`src/rtl/spi_dac_rx_pkg.sv`:
```
// Shared types and defaults for the SPI DAC receiver slice.
package spi_dac_rx_pkg;

  localparam int unsigned DATA_W_DEF = 12;

  typedef enum logic [1:0] {IDLE, LEAD, SHIFT, OVER} rx_state_t;

endpackage

```
`src/rtl/spi_dac_rx_if.sv`:
```
// Serial input lines and parallel result of the SPI DAC receiver.
interface spi_dac_rx_if
  import spi_dac_rx_pkg::*;
#(
  parameter int unsigned DATA_W = DATA_W_DEF
);

  logic              SCLK;
  logic              CS;
  logic              MOSI;
  logic [DATA_W-1:0] dout;
  logic              dout_valid;
  logic              frame_err;
  logic              busy;

  modport master (output SCLK, CS, MOSI, input dout, dout_valid, frame_err, busy);
  modport slave  (input SCLK, CS, MOSI, output dout, dout_valid, frame_err, busy);

endinterface

```
`src/rtl/spi_dac_rx_sync_edge.sv`:
```
// Multi-flop synchronizer for one asynchronous line, plus edge detection
// against a one-cycle-delayed copy of the synchronized level.
module spi_sync_edge #(
  parameter int unsigned SYNC_STAGES = 2,
  parameter logic        RST_VAL     = 1'b0
) (
  input  logic clk,
  input  logic reset,
  input  logic d_i,
  output logic level_o,
  output logic rise_o,
  output logic fall_o
);

  logic [SYNC_STAGES-1:0] sync_q;
  logic                   prev_q;

  always_ff @(posedge clk or negedge reset) begin
    if (!reset) begin
      sync_q <= {SYNC_STAGES{RST_VAL}};
      prev_q <= RST_VAL;
    end else begin
      sync_q <= {sync_q[SYNC_STAGES-2:0], d_i};
      prev_q <= sync_q[SYNC_STAGES-1];
    end
  end

  assign level_o = sync_q[SYNC_STAGES-1];
  assign rise_o  = level_o & ~prev_q;
  assign fall_o  = ~level_o & prev_q;

endmodule

```
`src/rtl/spi_dac_rx.sv`:
```
// Oversampling SPI receiver: rebuilds one LSB-first word per CS frame,
// flagging frames whose SCLK falling-edge count is wrong.
module spi_dac_rx
  import spi_dac_rx_pkg::*;
#(
  parameter int unsigned DATA_W      = DATA_W_DEF,
  parameter int unsigned LEAD_EDGES  = 1,
  parameter int unsigned SYNC_STAGES = 2
) (
  input  logic        clk,
  input  logic        reset,
  spi_dac_rx_if.slave bus
);

  localparam int unsigned    CW      = $clog2(DATA_W + 1);
  localparam logic [CW-1:0]  DW_C    = CW'(DATA_W);
  localparam logic [CW-1:0]  LEAD_C  = CW'(LEAD_EDGES);
  localparam int unsigned    FW      = $clog2(SYNC_STAGES + 2);
  localparam logic [FW-1:0]  FLUSH_C = FW'(SYNC_STAGES + 1);

  logic sclk_lvl, sclk_rise, sclk_fall;
  logic cs_lvl, cs_rise, cs_fall;
  logic mosi_lvl, mosi_rise, mosi_fall;
  logic unused_edges;

  spi_sync_edge #(.SYNC_STAGES(SYNC_STAGES), .RST_VAL(1'b0)) u_sclk (
    .clk(clk), .reset(reset), .d_i(bus.SCLK),
    .level_o(sclk_lvl), .rise_o(sclk_rise), .fall_o(sclk_fall)
  );

  spi_sync_edge #(.SYNC_STAGES(SYNC_STAGES), .RST_VAL(1'b1)) u_cs (
    .clk(clk), .reset(reset), .d_i(bus.CS),
    .level_o(cs_lvl), .rise_o(cs_rise), .fall_o(cs_fall)
  );

  spi_sync_edge #(.SYNC_STAGES(SYNC_STAGES), .RST_VAL(1'b0)) u_mosi (
    .clk(clk), .reset(reset), .d_i(bus.MOSI),
    .level_o(mosi_lvl), .rise_o(mosi_rise), .fall_o(mosi_fall)
  );

  assign unused_edges = ^{sclk_lvl, sclk_rise, mosi_rise, mosi_fall};

  rx_state_t         state_q, state_d;
  logic [CW-1:0]     edge_q, edge_d, edge_inc;
  logic [CW-1:0]     bit_q, bit_d;
  logic [DATA_W-1:0] shift_q, shift_d;
  logic [DATA_W-1:0] dout_q, dout_d;
  logic              valid_q, valid_d;
  logic              err_q, err_d;
  logic              busy_q, busy_d;
  logic [FW-1:0]     flush_q, flush_d;
  logic              armed_q, armed_d;
  logic              overflow;

  // The CS synchronizer resets high, so a CS line held low across reset
  // release looks like a fall; frames are only accepted once CS has been
  // seen high after the chain has flushed.
  always_comb begin
    flush_d = (flush_q == FLUSH_C) ? flush_q : flush_q + 1'b1;
    armed_d = armed_q | ((flush_q == FLUSH_C) & cs_lvl);
  end

  always_comb begin
    state_d  = state_q;
    edge_d   = edge_q;
    bit_d    = bit_q;
    shift_d  = shift_q;
    dout_d   = dout_q;
    valid_d  = 1'b0;
    err_d    = 1'b0;
    edge_inc = (edge_q == '1) ? edge_q : edge_q + 1'b1;
    overflow = sclk_fall & (bit_q == DW_C);

    unique case (state_q)
      IDLE: begin
        if (cs_fall && armed_q) begin
          edge_d  = '0;
          bit_d   = '0;
          shift_d = '0;
          state_d = (LEAD_EDGES == 0) ? SHIFT : LEAD;
        end
      end
      LEAD: begin
        if (sclk_fall) begin
          edge_d = edge_inc;
          if (edge_inc >= LEAD_C) begin
            state_d = SHIFT;
            bit_d   = '0;
          end
        end
        if (cs_rise) begin
          state_d = IDLE;
          err_d   = 1'b1;
        end
      end
      SHIFT: begin
        // A fall coinciding with the CS rise is counted before judging the frame.
        if (sclk_fall) begin
          if (bit_q < DW_C) begin
            for (int unsigned i = 0; i < DATA_W; i++) begin
              if (CW'(i) == bit_q) shift_d[i] = mosi_lvl;
            end
            bit_d = bit_q + 1'b1;
          end else begin
            state_d = OVER;
          end
        end
        if (cs_rise) begin
          state_d = IDLE;
          if (bit_d == DW_C && !overflow) begin
            dout_d  = shift_d;
            valid_d = 1'b1;
          end else begin
            err_d = 1'b1;
          end
        end
      end
      OVER: begin
        if (cs_rise) begin
          state_d = IDLE;
          err_d   = 1'b1;
        end
      end
      default: state_d = IDLE;
    endcase

    busy_d = (state_d != IDLE);
  end

  always_ff @(posedge clk or negedge reset) begin
    if (!reset) begin
      state_q <= IDLE;
      edge_q  <= '0;
      bit_q   <= '0;
      shift_q <= '0;
      dout_q  <= '0;
      valid_q <= 1'b0;
      err_q   <= 1'b0;
      busy_q  <= 1'b0;
      flush_q <= '0;
      armed_q <= 1'b0;
    end else begin
      state_q <= state_d;
      edge_q  <= edge_d;
      bit_q   <= bit_d;
      shift_q <= shift_d;
      dout_q  <= dout_d;
      valid_q <= valid_d;
      err_q   <= err_d;
      busy_q  <= busy_d;
      flush_q <= flush_d;
      armed_q <= armed_d;
    end
  end

  assign bus.dout       = dout_q;
  assign bus.dout_valid = valid_q;
  assign bus.frame_err  = err_q;
  assign bus.busy       = busy_q;

endmodule
```
`src/flat_wrapper.sv`:
```
// flat-port wrapper written by rule: the top's interface ports become plain ports
module spi_dac_rx_flat import spi_dac_rx_pkg::*;
#(
  parameter int unsigned DATA_W      = DATA_W_DEF,
  parameter int unsigned LEAD_EDGES  = 1,
  parameter int unsigned SYNC_STAGES = 2
)
  (clk, reset, bus_SCLK, bus_CS, bus_MOSI, bus_dout, bus_dout_valid, bus_frame_err, bus_busy);
  spi_dac_rx_if #(.DATA_W(DATA_W)) bus_i ();
  input  logic clk;
  input  logic reset;
  input wire logic [$bits(bus_i.SCLK)-1:0] bus_SCLK;
  input wire logic [$bits(bus_i.CS)-1:0] bus_CS;
  input wire logic [$bits(bus_i.MOSI)-1:0] bus_MOSI;
  output wire logic [$bits(bus_i.dout)-1:0] bus_dout;
  output wire logic [$bits(bus_i.dout_valid)-1:0] bus_dout_valid;
  output wire logic [$bits(bus_i.frame_err)-1:0] bus_frame_err;
  output wire logic [$bits(bus_i.busy)-1:0] bus_busy;
  assign bus_i.SCLK = bus_SCLK;
  assign bus_i.CS = bus_CS;
  assign bus_i.MOSI = bus_MOSI;
  assign bus_dout = bus_i.dout;
  assign bus_dout_valid = bus_i.dout_valid;
  assign bus_frame_err = bus_i.frame_err;
  assign bus_busy = bus_i.busy;
  spi_dac_rx #(.DATA_W(DATA_W), .LEAD_EDGES(LEAD_EDGES), .SYNC_STAGES(SYNC_STAGES)) u_core (.clk(clk), .reset(reset), .bus(bus_i));
endmodule
```
`config.mk`:
```
export PLATFORM = sky130hd
export DESIGN_NAME = spi_dac_rx_flat
export DESIGN_NICKNAME = d
export VERILOG_FILES = /design/src/rtl/spi_dac_rx_pkg.sv /design/src/rtl/spi_dac_rx_if.sv /design/src/rtl/spi_dac_rx_sync_edge.sv /design/src/rtl/spi_dac_rx.sv /design/src/flat_wrapper.sv
export SDC_FILE = /design/constraint.sdc
export NUM_CORES = 1
export LEC_CHECK = 0
export ABC_AREA = 1
export CORE_UTILIZATION = 50
export DETAILED_ROUTE_END_ITERATION = 6
export PLACE_DENSITY = 0.79
export SLEW_MARGIN = 5
export SYNTH_ARGS = -nofsm -noshare
export SYNTH_HDL_FRONTEND = slang
export SYNTH_SLANG_ARGS = --single-unit
export TNS_END_PERCENT = 1
```
`constraint.sdc`:
```
create_clock -name clk -period 4.5 [get_ports clk]
set_input_delay 0.675 -clock clk [delete_from_list [all_inputs] [get_ports clk]]
set_output_delay 0.675 -clock clk [all_outputs]
set_load 0.02 [all_outputs]
```
**Yosys cells after proc, flatten, opt, wreduce, memory -nomap -nowiden**

Index checks and enable logic that the tools add are counted.

- Flip-flop bits (word level): 48
- Output and inout port bits: 15
- Bits of input ports: 5
- Word-level logic and storage cells: 106

- Bitwise gates (word level): 9
- Mux-type cells: 42
- Equal/unequal tests: 21
- Reductions and logical operators: 14
- $lt $le $gt $ge: 2
- Add/sub/neg operators: 3

Operators by type and width:

| operator | count |
|---|---|
| $mux 12 | 3 |
| $mux 4 | 8 |
| $pmux 12 s2 | 1 |
| $mux 1 | 18 |
| $eq 3x4->1 const A | 4 |
| $eq 4x4->1 const A | 4 |
| $mux 2 | 8 |
| $eq 4x4->1 const B | 3 |
| $pmux 4 s3 | 1 |
| $add 4x1->4 const B | 2 |
| $eq 2x4->1 const A | 2 |
| $pmux 2 s4 | 1 |
| $pmux 4 s2 | 1 |
| $eq 2x2->1 const B | 3 |
| $ne 2x1->1 const B | 3 |
| $reduce_and 3->1 | 2 |
| $reduce_bool 2->1 | 3 |
| $and 1x1->1 | 5 |
| $eq 1x4->1 const A | 1 |
| $ge 4x1->1 const B | 1 |
| $logic_not 4->1 | 1 |
| $lt 4x4->1 const B | 1 |
| $reduce_and 4->1 | 1 |
| $not 1->1 | 3 |
| 10 further kinds | 11 |

**Logic depth before layout (Yosys ltp)**

- Depth after elaboration: 9
- Gate-level depth with buffers: 11
- Depth with buffers taken out: 11

**By module**

From an unflattened synthesis, not the netlist that was laid out.

- Cells, all modules: 302
- Area total of the unflattened synthesis: 2466.1 um2

By module, submodules not included:

| module | times used | seq. area each (um2) | cells each | area each (um2) |
|---|---|---|---|---|
| spi_dac_rx | 1 | 1001.0 | 281 | 2192.1 |
| spi_sync_edge at u_core.u_mosi ... | 2 | 75.1 | 7 | 90.1 |
| spi_sync_edge at u_core.u_cs | 1 | 78.8 | 7 | 93.8 |

**Worst setup path before layout**

No wires, ideal clock.

- Path type: register to register
- Start point: register u_core.bit_q[0]
- End point: register u_core.dout_q[10] (netlist: u_core.bus.dout[10])
- Stages on the path, launching flop included: 10
- Period minus slack after synthesis: 1.528 ns
- Buffers on the path: 1
- Required time: 4.382 ns
- Arrival time: 1.410 ns
- Slack: 2.972 ns
- Library setup time: 0.118 ns
- Cells stage by stage: dfrtp_1 > inv_1 > ha_1 > nand3_1 > nand2_2 > nor2_4 > nand3_4 > buf_6 > nand2_1 > nand2_1

- Word-level cells in the longest chain between the ends: 7
- Elaborated cells between the ends (all ways): 15
- Those cells by class: 1 x add/sub; 1 x order compare; 3 x eq/ne; 6 x mux; 1 x bitwise; 3 x reduce/logical

Ends and longest elaborated chain:

| what | RTL line | source |
|---|---|---|
| start: declaration | spi_dac_rx.sv:45 | `logic [CW-1:0] bit_q, bit_d;` |
| start signal: assignment | spi_dac_rx.sv:145 | `bit_q <= bit_d;` |
| $add 4x1->4 / $lt 4x4->1 (equally long branches) | spi_dac_rx.sv:103, spi_dac_rx.sv:99 |  |
| $mux 4 | spi_dac_rx.sv:99 | `if (bit_q < DW_C) begin` |
| $mux 4 | spi_dac_rx.sv:98 | `if (sclk_fall) begin` |
| $mux 4 | spi_dac_rx.sv:74 | `unique case (state_q)` |
| $eq 4x4->1 | spi_dac_rx.sv:110 | `if (bit_d == DW_C && !overflow) begin` |
| $logic_and 1x1->1 | spi_dac_rx.sv:110 |  |
| $reduce_and 3->1 (no line) | n/a |  |
| end signal: assignment | spi_dac_rx.sv:147 | `dout_q <= dout_d;` |
| end: declaration | spi_dac_rx.sv:47 | `logic [DATA_W-1:0] dout_q, dout_d;` |

Several ways; a longest one is shown, not always the timed one. The select of a mux whose other input is x is not followed.
A chain may end at the register's enable or synchronous reset.

**Final worst setup path**

- Start point: register u_core.u_sclk.sync_q[1]
- End point: register u_core.dout_q[0] (netlist: u_core.bus.dout[0])

- Word-level cells in the longest chain between the ends: 7
- Elaborated cells between the ends (all ways): 10
- Those cells by class: 1 x eq/ne; 3 x mux; 3 x bitwise; 3 x reduce/logical

Ends and longest elaborated chain:

| what | RTL line | source |
|---|---|---|
| start: declaration | spi_dac_rx_sync_edge.sv:15 | `logic [SYNC_STAGES-1:0] sync_q;` |
| start signal: assignment | spi_dac_rx_sync_edge.sv:20 | `sync_q <= {SYNC_STAGES{RST_VAL}};` |
| start signal: assignment | spi_dac_rx_sync_edge.sv:23 | `sync_q <= {sync_q[SYNC_STAGES-2:0], d_i};` |
| $not 1->1 (*) | spi_dac_rx_sync_edge.sv:30 | `assign fall_o = ~level_o & prev_q;` |
| $and 1x1->1 (*) | spi_dac_rx_sync_edge.sv:30 |  |
| $mux 4 | spi_dac_rx.sv:98 |  |
| $mux 4 | spi_dac_rx.sv:74 |  |
| $eq 4x4->1 | spi_dac_rx.sv:110 |  |
| $logic_and 1x1->1 | spi_dac_rx.sv:110 |  |
| $reduce_and 3->1 (no line) | n/a |  |

Mark *: on every way between the ends. The rest lies on a longest branch, timed or not. The select of a mux whose other input is x is not followed.

==> reports/results.tsv <==
metric	value	unit
drt_iter0_drc	127	
synth_cell_types	30	
final_area	2710	µm²
fin_nets	327	
drive_gt1_frac	0.0915	
place_area	2620	µm²
multi_input_area	1040	µm²
totalWireLength	4.73	mm
grt_pass1_wl	8.18	mm
cts_sinks	48	
antenna_found_initial	0	
ys.flop_type	dfrtp_1	
layout.area.seq	1200	µm²
coreArea	4690	µm²
dpl.hpwl	3.36	mm
postCtsSetupBuffers	0	
vias_per_cell	5.24	
dieWidth	71.7	µm
path_clk_slew	90	ps
drcViolationCount	0	
power_density	292	nW/µm²
dieArea	5150	µm²
diodes	0	
portBuffers	19	
numCtsBuffers	5	
syn_inst	300	
critPathLaunchType	flop	
peakVddDrop	0.229	mV
start_util	0.518	
synth.net_count	311	
path_class	flop to flop	
maxCapViolations	0	
grt_pass1_vias	1808	
tightest_slew	1030	ps
rsz0062_at_grt	false	
ant_nets	0	
synthToLayoutAreaGrowth	11.6	%
final_cell_mix	nand2_1, dfrtp_1, nor2_1	
endpoint_kind	flop	
clockBufferDepth	2	
setup_viol	0	
h-tree-depth	2	
seq_area_frac_synth	0.496	
yosysWarnings	0	
final_common_cell	nand2_1	
relSlewSlack	0.314	
finalMaxSlewViolations	0	
cts_resized	0	
hold_violations	0	
cts_root_buf	clkbuf_8	
grt_remaining_overflow	0	
synth_edf_count	0	
boundaryPins	20	
worst_clock_skew	4.73	ps
gp_congestion	0.873	
fill_cells	412	
status	finished, final reports clean	
finalSetupTns	0	ps
fmax	471	MHz
worstPathMaxFanout	15	
grt_max_degree	49	
worstPathRequired	4690	ps
avgRoutedWirePerCell	12.7	µm
track_usage	0.206	
arrival	2320	ps
synth_seq_cells	48	
period_minus_slack	2120	ps
clock_latency	300	ps
p_leak	1.40	nW
die_y	71.7	µm
synth_area	2430	µm²
ctsHoldBuffers	0	
drtPass1Iterations	4	
syn_avg_cell_area	8.10	µm²
async_flop_share	1.00	
rows	25	
vias	1945	
hold_class	flop to flop	
cts_tree	done	
fin_crit_sh	0.472	
-- cells in the mapped netlist (2+ instances only) --
master,number,area share
a21oi_1,3,0.0062
buf_2,2,0.0041
buf_4,3,0.0093
buf_6,2,0.0093
clkbuf_1,2,0.0031
dfrtp_1,45,0.46
dfstp_2,3,0.032
ha_1,6,0.031
inv_1,29,0.045
inv_2,2,0.0031
nand2_1,96,0.15
nand2_2,4,0.010
nand3_1,25,0.051
nand4_1,13,0.033
nor2_1,30,0.046
nor2_2,2,0.0051
nor2_4,3,0.014
nor3_1,8,0.016
o21ai_0,6,0.012
o22ai_1,6,0.015
-- sequential cells by signal, summed over array words and instances, names as in the netlist --
signal	count
u_core.armed_q	1
u_core.bit_q	4
u_core.bus.busy	1
u_core.bus.dout	12
u_core.bus.dout_valid	1
u_core.bus.frame_err	1
u_core.edge_q	4
u_core.flush_q	2
u_core.shift_q	12
u_core.state_q	2
u_core.u_cs.prev_q	1
u_core.u_cs.sync_q	2
u_core.u_mosi.sync_q	2
u_core.u_sclk.prev_q	1
u_core.u_sclk.sync_q	2
-- cell families (layout without fill, tap and decap cells) --
| kind of cell | after synthesis | count (layout) | share of synthesized area |
|---|---|---|---|
| xor gates and xnor gates | 2 | 2 | 0.00721 |
| and+or+nand+nor | 185 | 185 | 0.344 |
| muxes | 1 | 1 | 0.00463 |
| AOI/OAI and AO/OA | 17 | 17 | 0.0422 |
| adders and majority gates | 6 | 6 | 0.0309 |
| DFF | 48 | 48 | 0.496 |
| buffers and inverters | 41 | 58 | 0.0751 |
-- per-layer routing --
| layer | global-route usage | part of all wire | wire [µm] | up-vias |
|---|---|---|---|---|
| met5 | 0 | 0 | 0 | - |
| met4 | 0.0806 | 0.022 | 104 | 0 |
| met3 | 0.0422 | 0.038 | 181 | 10 |
| met2 | 0.317 | 0.47 | 2240 | 41 |
| met1 | 0.288 | 0.47 | 2200 | 902 |
| li1 | - | - | - | 992 |
-- path summary, 6_finish.rpt --
kind	start	endpoint	slack, ps	cells after the start
setup / recovery	u_core.u_sclk.sync_q[1]$_DFF_PN0_	u_core.bus.dout[0]$_DFFE_PN0P_	2380	10
hold / removal	u_core.u_sclk.sync_q[0]$_DFF_PN0_	u_core.u_sclk.sync_q[1]$_DFF_PN0_	350	0
setup reg to reg	u_core.u_sclk.sync_q[1]$_DFF_PN0_	u_core.bus.dout[0]$_DFFE_PN0P_	2380	10
hold reg to reg	u_core.u_sclk.sync_q[0]$_DFF_PN0_	u_core.u_sclk.sync_q[1]$_DFF_PN0_	350	0
max in group asynchronous	reset	u_core.bus.dout[4]$_DFFE_PN0P_	3320	1
min in group asynchronous	reset	u_core.shift_q[3]$_DFFE_PN0P_	550	1
-- worst max-delay path: stages, from the launching register on --
cell     delay [ps]
dfrtp_1         380
inv_1            60
nand2_2         150
inv_1           380
nand2_1         130
nand2_1         100
nand2_2          80
nor2_4          320
nand3_4         230
nand2_1         120
nand2_1          50
-- per-stage QoR --
step	hold slack, ps	utilization	power (mW)	instances	setup WS, ps
global placement	334	0.558	0.529	363	2510
floorplan	331	-	0.506	300	2970
global route	372	0.578	0.836	371	2160
finish	354	0.578	0.793	371	2380
CTS	358	0.578	0.803	371	2380
detailed placement	337	0.558	0.531	363	2420
-- report_power, final --
group          switching [mW]  total [mW]  internal, mW
combinational          0.0503      0.0715        0.0212
sequential            0.00899       0.452         0.443
clock                   0.145       0.270         0.126
total                   0.204       0.793         0.590
-- layout make-up --
class	count	share of cell area
well taps	54	0.0249
clock inverters	2	0.00507
repair buffers	19	0.0682
clock buffers	6	0.0304
inverters	31	0.0429
flip-flops and latches	48	0.444
multi-input cells	211	0.385
Power figures use the tool's default switching activity.
